[config.mk]
export PLATFORM = sky130hd
export DESIGN_NAME = pci_simple_target
export DESIGN_NICKNAME = d
export VERILOG_FILES = /design/src/rtl/pci_pkg.sv /design/src/rtl/pci_target_mem.sv /design/src/rtl/pci_simple_target.sv
export SDC_FILE = /design/constraint.sdc
export NUM_CORES = 1
export LEC_CHECK = 0
export ABC_AREA = 1
export BUFFER_PORTS_ARGS = -buffer_cell sky130_fd_sc_hd__buf_2
export CAP_MARGIN = 20
export CORE_ASPECT_RATIO = 0.6
export CORE_UTILIZATION = 62
export DETAILED_ROUTE_END_ITERATION = 8
export PLACE_DENSITY = 0.84
export SETUP_SLACK_MARGIN = 0.05
export SYNTH_ARGS = -nofsm -noshare
export SYNTH_HDL_FRONTEND = slang
export SYNTH_SLANG_ARGS = --single-unit
[constraint.sdc]
create_clock -name clk -period 3.3 [get_ports clk]
set_clock_uncertainty 0.1 [all_clocks]
set_input_delay 0.165 -clock clk [delete_from_list [all_inputs] [get_ports clk]]
set_output_delay 0.165 -clock clk [all_outputs]
set_load 0.1 [all_outputs]
[src/rtl/pci_pkg.sv]
// Shared definitions for the simple PCI target: command codes, FSM states, window size.
package pci_pkg;

  localparam logic [3:0]  PCI_CMD_MEM_RD = 4'b0110;
  localparam logic [3:0]  PCI_CMD_MEM_WR = 4'b0111;
  localparam int unsigned PCI_WIN_WORDS  = 16;

  typedef enum logic [2:0] {
    ST_IDLE,
    ST_WAIT,
    ST_DATA,
    ST_DISC,
    ST_TURN,
    ST_SKIP
  } pci_state_e;

  function automatic logic pci_cmd_supported(input logic [3:0] cmd);
    return (cmd == PCI_CMD_MEM_RD) || (cmd == PCI_CMD_MEM_WR);
  endfunction

endpackage

[src/rtl/pci_target_mem.sv]
// 16x32 single-port register file: byte-lane write enables, combinational read.
module pci_target_mem
  import pci_pkg::*;
(
  input  logic        clk,
  input  logic        we,
  input  logic [3:0]  be,
  input  logic [3:0]  addr,
  input  logic [31:0] wdata,
  output logic [31:0] rdata
);

  logic [31:0] mem [PCI_WIN_WORDS];

  // Contents are deliberately not reset so they survive a bus reset.
  always_ff @(posedge clk) begin
    if (we) begin
      for (int unsigned i = 0; i < 4; i++) begin
        if (be[i]) mem[addr][i*8 +: 8] <= wdata[i*8 +: 8];
      end
    end
  end

  assign rdata = mem[addr];

endmodule

[src/rtl/pci_simple_target.sv]
// PCI-style memory target: claims a 64-byte window and serves single/burst reads and writes.
module pci_simple_target
  import pci_pkg::*;
#(
  parameter logic [31:0] BASE_ADDR   = 32'h0000_1000,
  parameter int unsigned WAIT_STATES = 1
) (
  input  logic        clk,
  input  logic        rst,
  input  logic        frame,
  input  logic        irdy,
  input  logic [31:0] ad_in,
  input  logic [3:0]  cbe,
  output logic [31:0] ad_out,
  output logic        ad_oe,
  output logic        devsel,
  output logic        trdy,
  output logic        stop
);

  localparam logic [2:0] WAIT_INIT = 3'(WAIT_STATES - 1);

  pci_state_e  state, state_d;
  logic        frame_q;
  logic [3:0]  cmd_q, cmd_d;
  logic [3:0]  idx_q, idx_d;
  logic [2:0]  cnt_q, cnt_d;
  logic        devsel_d, trdy_d, stop_d, ad_oe_d;
  logic [31:0] ad_out_d;

  logic        mem_we;
  logic [3:0]  mem_addr;
  logic [31:0] mem_rdata;
  logic        addr_phase, hit, is_rd;

  assign addr_phase = !frame && frame_q;
  assign hit        = (ad_in[31:6] == BASE_ADDR[31:6]) && pci_cmd_supported(cbe);
  assign is_rd      = (cmd_q == PCI_CMD_MEM_RD);

  pci_target_mem u_mem (
    .clk   (clk),
    .we    (mem_we && !rst),
    .be    (~cbe),
    .addr  (mem_addr),
    .wdata (ad_in),
    .rdata (mem_rdata)
  );

  always_comb begin
    state_d  = state;
    cmd_d    = cmd_q;
    idx_d    = idx_q;
    cnt_d    = cnt_q;
    devsel_d = devsel;
    trdy_d   = trdy;
    stop_d   = stop;
    ad_oe_d  = ad_oe;
    ad_out_d = ad_out;
    mem_we   = 1'b0;
    mem_addr = idx_q;

    unique case (state)
      ST_IDLE: begin
        if (addr_phase) begin
          if (hit) begin
            state_d  = ST_WAIT;
            cmd_d    = cbe;
            idx_d    = ad_in[5:2];
            cnt_d    = WAIT_INIT;
            devsel_d = 1'b0;
            ad_oe_d  = (cbe == PCI_CMD_MEM_RD);
          end else begin
            state_d = ST_SKIP;
          end
        end
      end
      ST_SKIP: begin
        if (frame && irdy) state_d = ST_IDLE;
      end
      ST_WAIT: begin
        if (cnt_q == '0) begin
          state_d  = ST_DATA;
          trdy_d   = 1'b0;
          ad_out_d = mem_rdata;
        end else begin
          cnt_d = cnt_q - 3'd1;
        end
      end
      ST_DATA: begin
        if (!irdy) begin
          mem_we = !is_rd;
          if (frame) begin
            state_d  = ST_TURN;
            devsel_d = 1'b1;
            trdy_d   = 1'b1;
            ad_oe_d  = 1'b0;
          end else if (idx_q == 4'(PCI_WIN_WORDS - 1)) begin
            state_d = ST_DISC;
            trdy_d  = 1'b1;
            stop_d  = 1'b0;
            ad_oe_d = 1'b0;
          end else begin
            // Read port looks ahead so the next word lands on the completing edge.
            idx_d = idx_q + 4'd1;
            if (is_rd) begin
              mem_addr = idx_q + 4'd1;
              ad_out_d = mem_rdata;
            end
          end
        end
      end
      ST_DISC: begin
        if (frame) begin
          state_d  = ST_TURN;
          devsel_d = 1'b1;
          stop_d   = 1'b1;
        end
      end
      ST_TURN: begin
        state_d = ST_IDLE;
      end
      default: begin
        state_d = ST_IDLE;
      end
    endcase
  end

  always_ff @(posedge clk) begin
    if (rst) begin
      state   <= ST_IDLE;
      frame_q <= 1'b1;
      cmd_q   <= '0;
      idx_q   <= '0;
      cnt_q   <= '0;
      devsel  <= 1'b1;
      trdy    <= 1'b1;
      stop    <= 1'b1;
      ad_oe   <= 1'b0;
      ad_out  <= '0;
    end else begin
      state   <= state_d;
      frame_q <= frame;
      cmd_q   <= cmd_d;
      idx_q   <= idx_d;
      cnt_q   <= cnt_d;
      devsel  <= devsel_d;
      trdy    <= trdy_d;
      stop    <= stop_d;
      ad_oe   <= ad_oe_d;
      ad_out  <= ad_out_d;
    end
  end

endmodule
==> key figures <==
Run status
  • Status: complete, no violations

Global route
  • Met1 usage: 46.0%
  • Met3 GRT Util: 6.55%
  • Vias in the first global route: 17900
  • Grt peak-use layer: met2
  • Largest net degree at the start of global routing: 161
  • M2 GR Usage: 50.1%
  • Global-route wire length before repair: 99200 um
  • Initial antenna violation count: 0
  • GRT overflow: 0
  • Total GRT Usage: 32.3%

Die
  • Initial Utilization: 63.6%
  • Row count: 55
  • Core ar.: 38100 um^2
  • I/O pin count: 76
  • Total Die Area: 39900 um^2
  • Die W: 257 um
  • Die Y: 155 um

Clock network
  • CTS tree: done
  • Max clock buf depth: 3
  • Cts bufs inserted: 49
  • Postcts setup bufs: 0
  • CTS sink count: 563
  • H-tree levels: 2
  • Clock Latency Late Sink: 580 ps
  • Clock Tree Root: clkbuf_16
  • Worst-path clk slew: 70 ps

Synthesis
  • Post-Syn Instances: 2441
  • Yosys top cell area share: 63.5%
  • #FFs+latches synth: 563
  • Cell variety after synth: 33
  • Yosys Warn Count: 0
  • Main synth FF type: edfxtp_1
  • Post-Syn Area: 24200 um^2
  • Largest cells by area after synthesis: edfxtp_1, nand2_1, nand3_1
  • Sequential area share after synthesis: 67.7%
  • Leading area contributor after synthesis: edfxtp_1
  • Post-synth EDFFs: 512
  • Cell with the most instances after synthesis: nand2_1
  • Syn_nets: 2484
  • Top cells by count, synth: nand2_1, edfxtp_1, nand3_1
  • Asr flop ratio synth: 0%
  • Syn Area/Cell: 9.92 um^2

Critical path
  • Most frequent CP cell: nor2_1
  • R2R Path Start: idx_q[0]
  • Worst-path maximum fanout: 22
  • Worst path required time: 3480 ps
  • Max incr delay on CP: 410 ps
  • Critical path's slowest cell: dfxtp_1
  • Crit Path Class: reg -> reg
  • Critical path cell sequence: ha_1 -> nand2_1 -> nor2_1 -> nor2_1 -> nand2_2 -> nand2_4 -> nand2_4 -> nor2_1 -> nand2_1 -> nor2_1 -> buf_4
  • CP Launch Point: idx_q[0]
  • Critical path capture point type: flop
  • CP arrival: 3330 ps
  • Critical path's top delay family: simple AND/OR/NAND/NOR gates
  • Worst setup SP type: flop
  • Crit path buffers/inverters: 1

STA
  • Min Tclk post-route: 3150 ps
  • Worst hold margin: 171 ps
  • Setup TNS: 0 ps
  • Rel. slew slack: 44.1%
  • Slack of the critical path: 147 ps
  • Final setup violation count: 0
  • Period utilization: 95.5%
  • Max frequency: 0.317 GHz
  • Fin. Hold Viols: 0
  • RSZ-0062 raised after global routing: false
  • Slew @ Worst Pin: 838 ps
  • Fin. max-slew vios: 0

Placed design
  • HPWL Detailed: 37300 um
  • Gp weighted congestion: 0.931
  • Placed cell count: 2981
  • Pre-CTS setup slack: 307 ps
  • Port bufs: 75

Drt
  • DRT iter0 DRCs: 2983
  • First-pass iteration count of the detailed router: 8
  • Remaining routing DRC violations: 0
  • Vias/cell: 6.03
  • Via count: 18700
  • Routed WL per cell: 20.7 um
  • DRT antenna net count: 0
  • Drt total wl: 64200 um

Pwr
  • Power per Cell Area: 684 nW/um^2
  • Leakage: 11.1 nW
  • VDD IR-drop max: 733 uV

Layout
  • Non-Filler Instances: 3107
  • Layout cells sized above 1: 10.5%
  • Area delta synth->final: 13.7%
  • Post-layout util: 72.3%
  • Diode count: 0
  • Final nets: 2599

Worst hold path
  • Min-delay worst type: in -> reg
  • Hold Startpoint: cbe[3]

Flow run
  • Max Cap Viol: 0
cell families after synthesis:
logic type	synth area share, %
compound gates	1.43
simple gates	27.2
buf+inv	3.46
xor+xnor	0.0724
flops	67.7
fa+ha+maj	0.155
placed cells by master (no fill, tap or decap), drive strengths merged:
master and n:
clkinvlp 1, clkinv 12, clkbuf 69, ha 3, inv 49, or2 2
nand3 334, buf 169, a21oi 14, dlygate4sd3 37, a31oi 1, nand2 1101
nor2 162, bufinv 8, nand4 10, o21ai 45, o22ai 1, nor4 4
xnor2 1, o211ai 2, edfxtp 512, dfxtp 51, nor3 4, a211oi 1
xor2 1
where the power goes:
| group | total [mW] | internal [mW] | switching (mW) |
|---|---|---|---|
| clock | 6.08 | 3.54 | 2.54 |
| combinational | 4.61 | 1.03 | 3.58 |
| sequential | 8.13 | 7.99 | 0.144 |
routing by layer:
metal / vias to the layer above / part of all wire, %
met2: 1361 / 45
met1: 8824 / 39
met4: 0 / 3.4
met5: - / 0
met3: 173 / 13
li1: 8376 / -
stage by stage:
step	power, mW	instance area (um^2)
2_1_floorplan	11.6	24200
5_1_grt	19.5	27500
3_3_place_gp	12.6	25400
4_1_cts	18.8	27500
3_5_place_dp	12.7	25400
6_report	18.8	27500
tightest hold or removal path: stages:
cell     delay, ps
buf_2          100
nor3_1          50
buf_4          160
nand3_1         80
nand4_1        130
nand2_1         90
nor2_1          40
timing repair:
item                                    CTS  global route
endpoints found under the hold margin   524             0
hold buffers                             37             0
endpoints found under the setup margin    0            10
resized for setup                         0             3
registers in the layout, indices dropped and copies added, names as in the netlist:
name,cells
frame_q,1
ad_oe,1
idx_q,4
stop,1
trdy,1
cnt_q,3
cmd_q,4
devsel,1
ad_out,32
u_mem.mem,512
state,3
layout make-up:
| type | count | area [um^2] |
|---|---|---|
| sequential | 563 | 16400 |
| inverter | 50 | 190 |
| clock inverter | 20 | 307 |
| timing repair buffer | 206 | 1550 |
| fill | 2520 | 10500 |
| tap | 513 | 642 |
| multi-input combinational | 1686 | 7060 |
| clock buffer | 69 | 1380 |
worst paths after layout:
path | to | slack [ps] | cells after the start
setup / recovery | u_mem.mem[6][13] | 150 | 11
hold / removal | ad_oe | 170 | 7
setup reg to reg | u_mem.mem[6][13] | 150 | 11
hold reg to reg | cmd_q[2] | 360 | 2
(Power assumes the default switching activity.)
